$ cat config.mk
export PLATFORM = sky130hd
export DESIGN_NAME = load_store_unit_flat
export DESIGN_NICKNAME = d
export VERILOG_FILES = /design/src/rtl/load_store_unit_if.sv /design/src/rtl/load_store_unit.sv /design/src/flat_wrapper.sv
export SDC_FILE = /design/constraint.sdc
export NUM_CORES = 1
export LEC_CHECK = 0
export BUFFER_PORTS_ARGS = -buffer_cell sky130_fd_sc_hd__buf_2
export CORE_ASPECT_RATIO = 0.6
export CORE_MARGIN = 2
export CORE_UTILIZATION = 44
export CTS_CLUSTER_SIZE = 24
export DETAILED_ROUTE_END_ITERATION = 10
export HOLD_SLACK_MARGIN = 0.15
export PLACE_DENSITY = 0.85
export RECOVER_POWER = 25
export SLEW_MARGIN = 15
export SYNTH_ARGS = -nofsm -noshare
export SYNTH_HDL_FRONTEND = slang
export SYNTH_SLANG_ARGS = --single-unit
$ cat constraint.sdc
create_clock -name clk -period 1.56 [get_ports clk]
set_input_delay 0.312 -clock clk [delete_from_list [all_inputs] [get_ports clk]]
set_output_delay 0.312 -clock clk [all_outputs]
set_load 0.005 [all_outputs]
$ cat src/rtl/load_store_unit_if.sv
// rtl/load_store_unit_if.sv - memory-side req/ack bus between load_store_unit and the data memory port
interface load_store_unit_if;
    logic        mem_req;
    logic        mem_we;
    logic [31:0] mem_addr;
    logic [3:0]  mem_be;
    logic [31:0] mem_wdata;
    logic        mem_ack;
    logic [31:0] mem_rdata;

    // Driven by the LSU
    modport master (
        output mem_req,
        output mem_we,
        output mem_addr,
        output mem_be,
        output mem_wdata,
        input  mem_ack,
        input  mem_rdata
    );

    // Driven by the memory
    modport slave (
        input  mem_req,
        input  mem_we,
        input  mem_addr,
        input  mem_be,
        input  mem_wdata,
        output mem_ack,
        output mem_rdata
    );
endinterface

$ cat src/rtl/load_store_unit.sv
// rtl/load_store_unit.sv - single-outstanding load/store unit with lane steering; optional bus timeout under LSU_BUS_TIMEOUT_EN
module load_store_unit #(
    parameter int unsigned TIMEOUT_CYCLES = 16
) (
    input  logic        clk,
    input  logic        reset,
    input  logic        req_valid,
    output logic        req_ready,
    input  logic        req_write,
    input  logic [2:0]  req_funct3,
    input  logic [31:0] req_addr,
    input  logic [31:0] req_wdata,
    output logic        rsp_valid,
    output logic        rsp_error,
    output logic [31:0] rsp_rdata,
    load_store_unit_if.master mem
);

    typedef enum logic [1:0] {
        S_IDLE = 2'd0,
        S_BUS  = 2'd1,
        S_RESP = 2'd2
    } state_t;

    state_t      state;
    state_t      state_next;

    logic        r_write;
    logic [2:0]  r_funct3;
    logic [31:0] r_addr;
    logic [31:0] r_wdata;
    logic        r_error;

    logic        accept;
    logic        req_bad;
    logic        in_bus;
    logic        bus_ack;
    logic        tmo_expire;

    logic [3:0]  lane_be;
    logic [31:0] lane_mask;
    logic [31:0] lane_wdata;
    logic [31:0] rd_shift;
    logic [31:0] load_ext;

    assign in_bus  = (state == S_BUS);
    assign bus_ack = in_bus && mem.mem_ack;

`ifdef LSU_BUS_TIMEOUT_EN
    localparam int unsigned CW = $clog2(TIMEOUT_CYCLES + 1);

    logic [CW-1:0] tmo_cnt;

    // Expiry fires on the last allowed BUS cycle; an ack in that same cycle still wins
    assign tmo_expire = in_bus && !mem.mem_ack && (tmo_cnt == CW'(TIMEOUT_CYCLES - 1));

    // Count BUS cycles that pass without an ack; cleared while idle so each access starts fresh
    always_ff @(posedge clk) begin
        if (reset) begin
            tmo_cnt <= '0;
        end else if (state == S_IDLE) begin
            tmo_cnt <= '0;
        end else if (in_bus && !mem.mem_ack) begin
            tmo_cnt <= tmo_cnt + CW'(1);
        end
    end
`else
    logic unused_timeout_cfg;

    assign tmo_expire         = 1'b0;
    assign unused_timeout_cfg = (TIMEOUT_CYCLES >= 32'd1);
`endif

    // Decode the incoming request: misalignment and illegal width encodings
    always_comb begin
        req_bad = 1'b0;
        case (req_funct3[1:0])
            2'b01:   if (req_addr[0]) req_bad = 1'b1;
            2'b10:   if (req_addr[1:0] != 2'b00) req_bad = 1'b1;
            default: req_bad = 1'b0;
        endcase
        if (req_write) begin
            if (req_funct3 >= 3'b011) req_bad = 1'b1;
        end else begin
            if ((req_funct3 == 3'b011) || (req_funct3[2:1] == 2'b11)) req_bad = 1'b1;
        end
    end

    // Byte enables and lane-shifted store data from the registered request
    always_comb begin
        case (r_funct3[1:0])
            2'b01:   lane_be = 4'b0011 << r_addr[1:0];
            2'b10:   lane_be = 4'b1111;
            default: lane_be = 4'b0001 << r_addr[1:0];
        endcase
        lane_mask  = {{8{lane_be[3]}}, {8{lane_be[2]}}, {8{lane_be[1]}}, {8{lane_be[0]}}};
        lane_wdata = (r_wdata << {r_addr[1:0], 3'b000}) & lane_mask;
    end

    // Pull the addressed byte/half down to bit 0 and extend it
    always_comb begin
        rd_shift = mem.mem_rdata >> {r_addr[1:0], 3'b000};
        case (r_funct3)
            3'b000:  load_ext = {{24{rd_shift[7]}}, rd_shift[7:0]};
            3'b001:  load_ext = {{16{rd_shift[15]}}, rd_shift[15:0]};
            3'b100:  load_ext = {24'd0, rd_shift[7:0]};
            3'b101:  load_ext = {16'd0, rd_shift[15:0]};
            default: load_ext = rd_shift;
        endcase
    end

    // Bus outputs are forced low outside BUS so idle/reset values are clean
    assign mem.mem_req   = in_bus;
    assign mem.mem_we    = in_bus && r_write;
    assign mem.mem_addr  = in_bus ? {r_addr[31:2], 2'b00} : 32'd0;
    assign mem.mem_be    = in_bus ? lane_be : 4'd0;
    assign mem.mem_wdata = in_bus ? lane_wdata : 32'd0;

    // State register
    always_ff @(posedge clk) begin
        if (reset) begin
            state <= S_IDLE;
        end else begin
            state <= state_next;
        end
    end

    // Next-state logic and handshake outputs
    always_comb begin
        state_next = state;
        req_ready  = 1'b0;
        rsp_valid  = 1'b0;
        rsp_error  = 1'b0;
        accept     = 1'b0;
        case (state)
            S_IDLE: begin
                req_ready = 1'b1;
                if (req_valid) begin
                    accept     = 1'b1;
                    state_next = req_bad ? S_RESP : S_BUS;
                end
            end
            S_BUS: begin
                if (mem.mem_ack || tmo_expire) begin
                    state_next = S_RESP;
                end
            end
            S_RESP: begin
                rsp_valid  = 1'b1;
                rsp_error  = r_error;
                state_next = S_IDLE;
            end
            default: begin
                state_next = S_IDLE;
            end
        endcase
    end

    // Capture the request on accept; update load data only on a completed load
    always_ff @(posedge clk) begin
        if (reset) begin
            r_write   <= 1'b0;
            r_funct3  <= 3'd0;
            r_addr    <= 32'd0;
            r_wdata   <= 32'd0;
            r_error   <= 1'b0;
            rsp_rdata <= 32'd0;
        end else begin
            if (accept) begin
                r_write  <= req_write;
                r_funct3 <= req_funct3;
                r_addr   <= req_addr;
                r_wdata  <= req_wdata;
                r_error  <= req_bad;
            end
            if (bus_ack && !r_write) begin
                rsp_rdata <= load_ext;
            end
            if (tmo_expire) begin
                r_error <= 1'b1;
            end
        end
    end

endmodule

$ cat src/flat_wrapper.sv
// flat-port wrapper written by rule: the top's interface ports become plain ports
module load_store_unit_flat 
#(
    parameter int unsigned TIMEOUT_CYCLES = 16
)
  (clk, reset, req_valid, req_ready, req_write, req_funct3, req_addr, req_wdata, rsp_valid, rsp_error, rsp_rdata, mem_mem_req, mem_mem_we, mem_mem_addr, mem_mem_be, mem_mem_wdata, mem_mem_ack, mem_mem_rdata);
  load_store_unit_if mem_i ();
  input  logic clk;
  input  logic reset;
  input  logic req_valid;
  output logic req_ready;
  input  logic req_write;
  input  logic [2:0] req_funct3;
  input  logic [31:0] req_addr;
  input  logic [31:0] req_wdata;
  output logic rsp_valid;
  output logic rsp_error;
  output logic [31:0] rsp_rdata;
  output wire logic [$bits(mem_i.mem_req)-1:0] mem_mem_req;
  output wire logic [$bits(mem_i.mem_we)-1:0] mem_mem_we;
  output wire logic [$bits(mem_i.mem_addr)-1:0] mem_mem_addr;
  output wire logic [$bits(mem_i.mem_be)-1:0] mem_mem_be;
  output wire logic [$bits(mem_i.mem_wdata)-1:0] mem_mem_wdata;
  input wire logic [$bits(mem_i.mem_ack)-1:0] mem_mem_ack;
  input wire logic [$bits(mem_i.mem_rdata)-1:0] mem_mem_rdata;
  assign mem_mem_req = mem_i.mem_req;
  assign mem_mem_we = mem_i.mem_we;
  assign mem_mem_addr = mem_i.mem_addr;
  assign mem_mem_be = mem_i.mem_be;
  assign mem_mem_wdata = mem_i.mem_wdata;
  assign mem_i.mem_ack = mem_mem_ack;
  assign mem_i.mem_rdata = mem_mem_rdata;
  load_store_unit #(.TIMEOUT_CYCLES(TIMEOUT_CYCLES)) u_core (.clk(clk), .reset(reset), .req_valid(req_valid), .req_ready(req_ready), .req_write(req_write), .req_funct3(req_funct3), .req_addr(req_addr), .req_wdata(req_wdata), .rsp_valid(rsp_valid), .rsp_error(rsp_error), .rsp_rdata(rsp_rdata), .mem(mem_i));
endmodule
# Word level (Yosys, flattened, before mapping)
# Index checks and enable logic that the tools add are counted.
# op_classes
n_reduce_logical	9
n_mux	20
shift	4
eq_ne	13
order_cmp	1
bitwise_logic	1
# ops
operator	n
$pmux W32 S4	1
$mux W32	2
$and A32 B32 Y32	1
$shl A32 B5 Y32	1
$shr A32 B5 Y32	1
$mux W1	10
$eq A2 B2 Y1 const B	4
$pmux W4 S2	1
$eq A2 B1 Y1 const B	3
$eq A3 B3 Y1 const B	2
$mux W2	3
$mux W4	1
$ne A2 B2 Y1 const B	2
$pmux W2 S2	1
$shl A1 B2 Y4 const A	1
$shl A2 B2 Y4 const A	1
$eq A3 B1 Y1 const B	1
$eq A3 B2 Y1 const B	1
$ge A3 B2 Y1 const B	1
$logic_and A1 B1 Y1	3
$logic_not A3 Y1	1
$logic_not A2 Y1	1
$pmux W1 S2	1
$reduce_and A2 Y1	1
other kinds (3)	3
# word_totals
in_bits	104
regBits	103
out_inout_bits	105
elab_cells	55

# Longest topological paths before layout
# Gate-level depths: netlist of run 1.
# logic_depth
depth_word	8
depth_mapped	7
mapped_depth_nobuf	6

# Least setup slack after synthesis of run 1
# OpenSTA, ideal clock, no wires.
# synth_path
path_kind	reg2out
startpoint	register u_core.r_funct3[0]
endpoint	output port mem_mem_wdata[10]
stages_incl_launch_ff	7
path_slack_ns	-0.072
t_arrival_ns	1.320
t_required_ns	1.248
path_buffers	2
cell_sequence	dfxtp_1 -> buf_2 -> nor2b_1 -> nor3_1 -> or3_1 -> clkbuf_1 -> nor2_1
# synth_via
elab_chain_cells	4
word_cells_on_any_way	5
classes_between	eq/ne: 2; mux: 2; bitwise: 1
# synth_lines
item	line	text
from (decl)	load_store_unit.sv:29	logic [2:0] r_funct3;
from (signal assigned)	load_store_unit.sv:171	r_funct3 <= req_funct3;
$eq A2 B2 Y1 / $eq A2 B1 Y1 (equally long branches)	load_store_unit.sv:91	case (r_funct3[1:0])
$pmux W4 S2 (*)	load_store_unit.sv:91	
$and A32 B32 Y32 (*)	load_store_unit.sv:97	lane_wdata = (r_wdata << {r_addr[1:0], 3'b000}) & lane_mask;
$mux W32 (*)	load_store_unit.sv:117	assign mem.mem_wdata = in_bus ? lane_wdata : 32'd0;
to (decl)	flat_wrapper.sv:23	output wire logic [$bits(mem_i.mem_wdata)-1:0] mem_mem_wdata;
# Every way passes the cells marked *; elsewhere a longest branch is shown, timed or not.

# Worst setup path after layout of run 1
# layout_path
startpoint	register u_core.r_funct3[0]
endpoint	output port mem_mem_wdata[15]
# The elaborated chain is that of the path after synthesis.

==> reports/metrics.yaml, run 1 <==
synthesis:
  syn_area_mm2: 0.00517
  synth.top_cell.area_share: 0.399
  ys_warn_count: 0
  ys_types: 39
  synth_cells: 661
  async_reset_ff_frac: 0
  ys_top_cells_by_count: "nand2_1, dfxtp_1, a21oi_1, nor2_1, and2_1"
  synth-edff-count: 0
  ys.flop_type: "dfxtp_1"
  avgSynthCellArea_um2: 7.82
  synth-seq-cells: 103
  synth_largest_area_cell: "dfxtp_1"
  ys_top_cells_by_area: "dfxtp_1, nand2_1, a21oi_1, and2_1, mux2i_1"
  ys_seq_area_frac: 0.399
  synth_most_common_cell: "nand2_1"
cts:
  cts_hold_buf: 0
  cts_buffers: 9
  clockBufferDepth: 2
  htree_num_levels: 3
  clock_sinks: 103
  clk_pin_slew_ns: 0.07
  cts_tree: "done"
  insertion_delay_ns: 0.34
  ctsRootBufferMaster: "clkbuf_16"
setup_path:
  cp-end-kind: "output port"
  crit_type: "reg2out"
  cp_cell_sequence: "nor2b_4, nor3_1, or3_1, buf_6, nor2_4, buf_2"
  cp.required_ns: 1.25
  slowest_stage: "dfxtp_4"
  cpPeakStageDelay_ns: 0.37
  cp.arrival_ns: 1.63
  startpoint_type: "register"
  critical_path.max_fanout: 8
power_and_ir_drop:
  leakage_nw: 3.34
  power-per-cell-area_mw_per_mm2: 849
  combPwrFrac: 0.213
  internal_power_mw: 4.78
  clock_power_share: 0.350
  power_mw: 6.67
  switching_share: 0.283
  peakVddDrop_mv: 0.599
  seqPwrFrac: 0.437
  p_sw_mw: 1.89
floorplanning:
  die_area_mm2: 0.0127
  core_mm2: 0.0114
  row_count: 30
  start_util: 0.455
  dieHeight_um: 88.0
  die_w_um: 144
  io_pins: 209
final_layout:
  utilization: 0.691
  fin_cells: 1049
  syn_to_final_growth_pct: 51.9
  num-nets-final: 990
  drive_gt1_frac: 0.463
detailed_routing:
  drt_iter0_markers: 348
  final_antenna_net_count: 0
  drt_pass1_iterations: 5
  drc: 0
  wl_per_cell_um: 17.0
  finalWirelength_mm: 17.9
  routed-via-count: 5540
  avgViaCountPerCell: 5.28
timing:
  rsz0062_at_grt: "true"
  holdWs_ns: 0.204
  drv_slew: 0
  fmax_ghz: 0.515
  worst_slack_ns: -0.381
  fin_crit_sh: 1.24
  clock_skew_ns: 0.00747
  setup_violations: 99
  tns_ns: -21.95
  fin_crit_ns: 1.94
  hold_viol_final: 0
status:
  status: "finished, violations left"
  violations: "negative setup slack"
grt:
  grtUsageTotal: 0.277
  grt_max_degree: 46
  grt_pass1_vias: 5192
  overflow: 0
  antenna_found_initial: 1
  grt_first_pass_wirelength_mm: 27.0
hold_path:
  min_path_type: "in2reg"
place:
  port_buffers: 206
  dp_hpwl_mm: 11.7
  place_inst: 1011
  gp_congestion: 0.851
flow_run:
  drv_cap: 0
-- cells in the final DEF, fill, tap and decap left out, types with 4 or more instances in the layout --
cell	synthesis	layout
clkbuf_1	30	11
buf_8	0	4
and2_1	41	12
and2_4	0	28
nor2_1	46	37
nor2b_4	0	4
nor2_2	1	9
o21ai_0	9	9
clkbuf_16	0	11
a21oi_1	88	83
buf_12	0	14
buf_2	17	163
o221a_2	8	8
buf_4	5	27
nor2b_2	0	4
buf_6	3	41
mux2_2	15	10
mux2i_4	0	4
nor2b_1	13	5
a211oi_1	24	8
a21oi_2	0	5
nand2_1	179	175
mux2i_2	0	8
a211oi_2	10	26
mux2i_1	25	13
dfxtp_1	103	97
a21o_1	4	4
mux2_4	0	5
o211ai_1	7	7
-- cell type report --
type | count | area, um2
Clock buffer | 10 | 239
Sequential cell | 103 | 2080
Tap cell | 160 | 200
Inverter | 5 | 31.3
Antenna cell | 1 | 2.50
Timing Repair Buffer | 265 | 2000
Fill cell | 891 | 3520
Multi-Input combinational cell | 499 | 3230
Clock inverter | 6 | 73.8
-- state kept, by name, indices dropped and copies added (netlist names) --
register	flops
u_core.r_write	1
u_core.r_error	1
u_core.r_wdata	32
u_core.r_addr	32
u_core.r_funct3	3
u_core.rsp_rdata	32
u_core.state	2
-- final timing paths --
| check | from | end | slack, ns | cells past startpoint |
|---|---|---|---|---|
| setup / recovery | u_core.r_funct3[0] | mem_mem_wdata[15] | -0.38 | 6 |
| hold / removal | req_addr[8] | u_core.r_addr[8] | 0.20 | 3 |
| setup reg to reg | u_core.r_addr[1] | u_core.rsp_rdata[28] | -0.19 | 9 |
| hold reg to reg | u_core.rsp_rdata[2] | u_core.rsp_rdata[2] | 0.45 | 2 |
-- power by group through the flow --
| stage | logic (mW) | registers, mW | clock network, mW |
|---|---|---|---|
| 2_1_floorplan | 0.683 | 2.92 | 0 |
| 3_3_place_gp | 1.11 | 2.94 | 0 |
| 3_5_place_dp | 1.13 | 2.95 | 0 |
| 4_1_cts | 1.33 | 2.90 | 2.37 |
| 5_1_grt | 1.54 | 2.93 | 2.50 |
| 6_report | 1.42 | 2.91 | 2.33 |
-- worst max-delay path, delay by kind of cell (launching register included) --
family | cells | cell delay, ns
buf+inv | 2 | 0.28
simple gates | 4 | 0.64
flops | 1 | 0.37
-- cells by family after synthesis --
kind of cell               synth area share
AOI/OAI and AO/OA                     0.203
xor gates and xnor gates            0.00169
adders and majority gates           0.00726
buffers and inverters                0.0564
DFF                                   0.399
muxes                                0.0862
other                              0.000725
and+or+nand+nor                       0.246
-- routing by layer --
layer | track usage | wire, um | vias to the layer above
met1 | 0.372 | 8040 | 2612
met3 | 0.0957 | 1850 | 11
met5 | 0 | 0 | -
met2 | 0.438 | 7820 | 246
li1 | - | - | 2671
met4 | 0.0553 | 155 | 0
-- timing repair --
action	in CTS	in global routing
setup endpoints to repair	93	107
gates cloned	7	1
resized for setup	122	56
setup buffers	11	3
pin swaps	34	12
-- metrics by stage --
| step | cell area (um2) | setup WS [ns] |
|---|---|---|
| final | 7850 | -0.381 |
| after global routing | 7850 | -0.483 |
| after CTS | 7610 | -0.380 |
| after detailed placement | 6560 | -0.0481 |
| after global placement | 6560 | -0.0237 |
| after floorplan | 5200 | -0.00563 |
(Power assumes the default switching activity.)
==> inputs of run 2 (changes only) <==
ABC_AREA = 1   (was default)
CORE_UTILIZATION = 45   (was 44)
==> reports/metrics.yaml, run 2 <==
status:
  status: "finished, violations left"
  violations: "negative setup slack"
setup_path:
  cp-end-kind: "output port"
  startpoint_type: "register"
  cp.arrival_ns: 1.52  # -0.11 ns
  crit_type: "reg2out"
  timing.rr.end: "u_core.rsp_rdata[23]"
  critical_path.max_fanout: 6  # -2
  cp.required_ns: 1.25  # about the same
  crit-reg2reg-launch: "u_core.r_addr[0]"
  worst-r2r-cell-count: 11  # +2
  rrSetupSlack_ns: -0.01  # +0.18 ns
synthesis:
  ys_warn_count: 0  # unchanged
  syn_area_mm2: 0.00541  # +4.7%
  synth-edff-count: 0  # unchanged
  synth.top_cell.area_share: 0.381  # -0.0180
  ys_types: 25  # -36%
  synth_most_common_cell: "nor2_1"
  ys.flop_type: "dfxtp_1"
  synth-seq-cells: 103  # unchanged
  ys_seq_area_frac: 0.381  # -0.0180
  synth_largest_area_cell: "dfxtp_1"
  ys_top_cells_by_area: "dfxtp_1, nor2_1, nand2_1, a21oi_1, inv_1"
  synth_cells: 872  # +32%
  ys_top_cells_by_count: "nor2_1, nand2_1, dfxtp_1, inv_1, a21oi_1"
  async_reset_ff_frac: 0  # unchanged
  avgSynthCellArea_um2: 6.21  # -21%
place:
  place_inst: 1223  # +21%
  placed_area_mm2: 0.00676  # +2.9%
  gp_congestion: 0.950  # +12%
  dp_hpwl_mm: 13.0  # +10%
  port_buffers: 206  # unchanged
detailed_routing:
  wl_per_cell_um: 15.3  # -10%
  final_antenna_net_count: 0  # unchanged
  avgViaCountPerCell: 5.09  # -3.6%
  drt_pass1_iterations: 5  # unchanged
  routed-via-count: 6417  # +16%
  drt_iter0_markers: 553  # +59%
  finalWirelength_mm: 19.3  # +7.9%
  drc: 0  # unchanged
hold_path:
  holdPathStages: 3  # unchanged
  worst_hold_path.endpoint: "u_core.r_wdata[30]"
  min_path_type: "in2reg"
  min_from: "req_wdata[30]"
timing:
  tns_ns: -11.43  # +10.52 ns
  clock_skew_ns: 0.00592  # -0.00156 ns
  drv_slew: 0  # unchanged
  fin_crit_ns: 1.84  # -0.104 ns
  rsz0062_at_grt: "true"
  fin_crit_sh: 1.18  # -0.0669
  worst_slack_ns: -0.276  # +0.104 ns
  fmax_ghz: 0.545  # +5.7%
  setup_violations: 72  # -27%
  hold_viol_final: 0  # unchanged
grt:
  overflow: 0  # unchanged
  grt_first_pass_wirelength_mm: 28.7  # +5.9%
  antenna_found_initial: 0  # -1
  grt_max_degree: 84  # +83%
  grtUsageTotal: 0.281  # +0.00397
  grt_pass1_vias: 5494  # +5.8%
power_and_ir_drop:
  peakVddDrop_mv: 0.610  # +1.9%
  leakage_nw: 3.95  # +18%
  power-per-cell-area_mw_per_mm2: 958  # +13%
floorplanning:
  start_util: 0.470  # +0.0152
  row_count: 30  # unchanged
  io_pins: 209  # unchanged
  dieHeight_um: 89.0  # +1.1%
  die_area_mm2: 0.0130  # +2.3%
  die_w_um: 146  # +1.2%
  core_mm2: 0.0115  # +1.3%
final_layout:
  fin_cells: 1261  # +20%
  utilization: 0.687  # -0.00313
  num-nets-final: 1203  # +22%
  finalInstanceArea_mm2: 0.00792  # +0.86%
  reg_top3: "u_core.r_addr x32, u_core.r_wdata x32, u_core.rsp_rdata x32"
  drive_gt1_frac: 0.324  # -0.139
  syn_to_final_growth_pct: 46.3
  layout_commonest_cell: "buf_2"
  diodes: 0  # -1
  final_cell_mix: "buf_2, nor2_1, nand2_1"
cts:
  cts_tree: "done"
  htree_num_levels: 3  # unchanged
  clock_sinks: 103  # unchanged
  ctsRootBufferMaster: "clkbuf_16"
  cts_buffers: 9  # unchanged
  clk_pin_slew_ns: 0.08  # about the same
  insertion_delay_ns: 0.35  # about the same
  clockBufferDepth: 2  # unchanged
flow_run:
  drv_cap: 0  # unchanged
==> run 2: logic make-up (layout without fill, tap and decap cells) <==
family,after synthesis,count (layout),synth area share
AOI/OAI and AO/OA,184,184,0.170
DFF,103,103,0.381
buffers and inverters,147,373,0.122
other,1,2,0.000693
and+or+nand+nor,434,436,0.319
adders and majority gates,3,3,0.00693
==> run 2: power breakdown <==
group          switching, mW  total, mW  internal, mW  leakage, nW
Combinational           1.31       2.20         0.893         2.95
Clock                   1.11       2.40          1.28        0.155
Sequential             0.136       2.99          2.85        0.850
Total                   2.56       7.59          5.03         3.95
==> run 2: worst max-delay path by stage <==
stage                     startpoint           endpoint  slack, ns  depth (start not counted)
floorplan           u_core.r_addr[1]  mem_mem_wdata[16]       0.10                          8
global placement    u_core.r_addr[1]  mem_mem_wdata[22]       0.05                          7
detailed placement  u_core.r_addr[0]  mem_mem_wdata[22]       0.03                          7
CTS                 u_core.r_addr[0]  mem_mem_wdata[22]      -0.24                          6
global route        u_core.r_addr[0]  mem_mem_wdata[17]      -0.36                          7
finish              u_core.r_addr[1]  mem_mem_wdata[17]      -0.28                          7
==> run 2: layout make-up <==
| class | count | area [um2] |
|---|---|---|
| Clock inverter | 7 | 88.8 |
| Inverter | 90 | 353 |
| Fill cell | 1033 | 3600 |
| Clock buffer | 9 | 225 |
| Timing Repair Buffer | 267 | 1830 |
| Multi-Input combinational cell | 625 | 3150 |
| Sequential cell | 103 | 2070 |
| Tap cell | 160 | 200 |
==> run 2: worst max-delay path, cell delays in order (launching register included) <==
cell and delay [ns]:
dfxtp_2 0.34, inv_4 0.11, buf_4 0.17, o21ai_0 0.11
nor2_1 0.15, a21oi_1 0.07, nor2_1 0.11, buf_2 0.12
==> run 2: routing by layer <==
layer / routed length [um] / up-vias / track usage
li1: - / 3189 / -
met1: 9080 / 2876 / 0.417
met2: 7960 / 325 / 0.417
met3: 2070 / 27 / 0.0730
met4: 182 / 0 / 0.0481
met5: 0 / - / 0
==> run 2: what timing repair did <==
action | CTS | global route
endpoints found under the setup margin | 68 | 94
hold buffers | 0 | 0
gates cloned | 5 | 6
buffers inserted | 8 | 4
pin swaps | 5 | 9
gates resized for setup | 73 | 90
==> run 2: through the flow <==
| step | setup WS (ns) | hold WS [ns] | power, mW |
|---|---|---|---|
| 3_5_place_dp | 0.0331 | 0.444 | 4.74 |
| 3_3_place_gp | 0.0512 | 0.438 | 4.71 |
| 2_1_floorplan | 0.102 | 0.430 | 4.07 |
| 4_1_cts | -0.239 | 0.204 | 7.29 |
| 5_1_grt | -0.357 | 0.207 | 7.95 |
| 6_report | -0.276 | 0.207 | 7.59 |
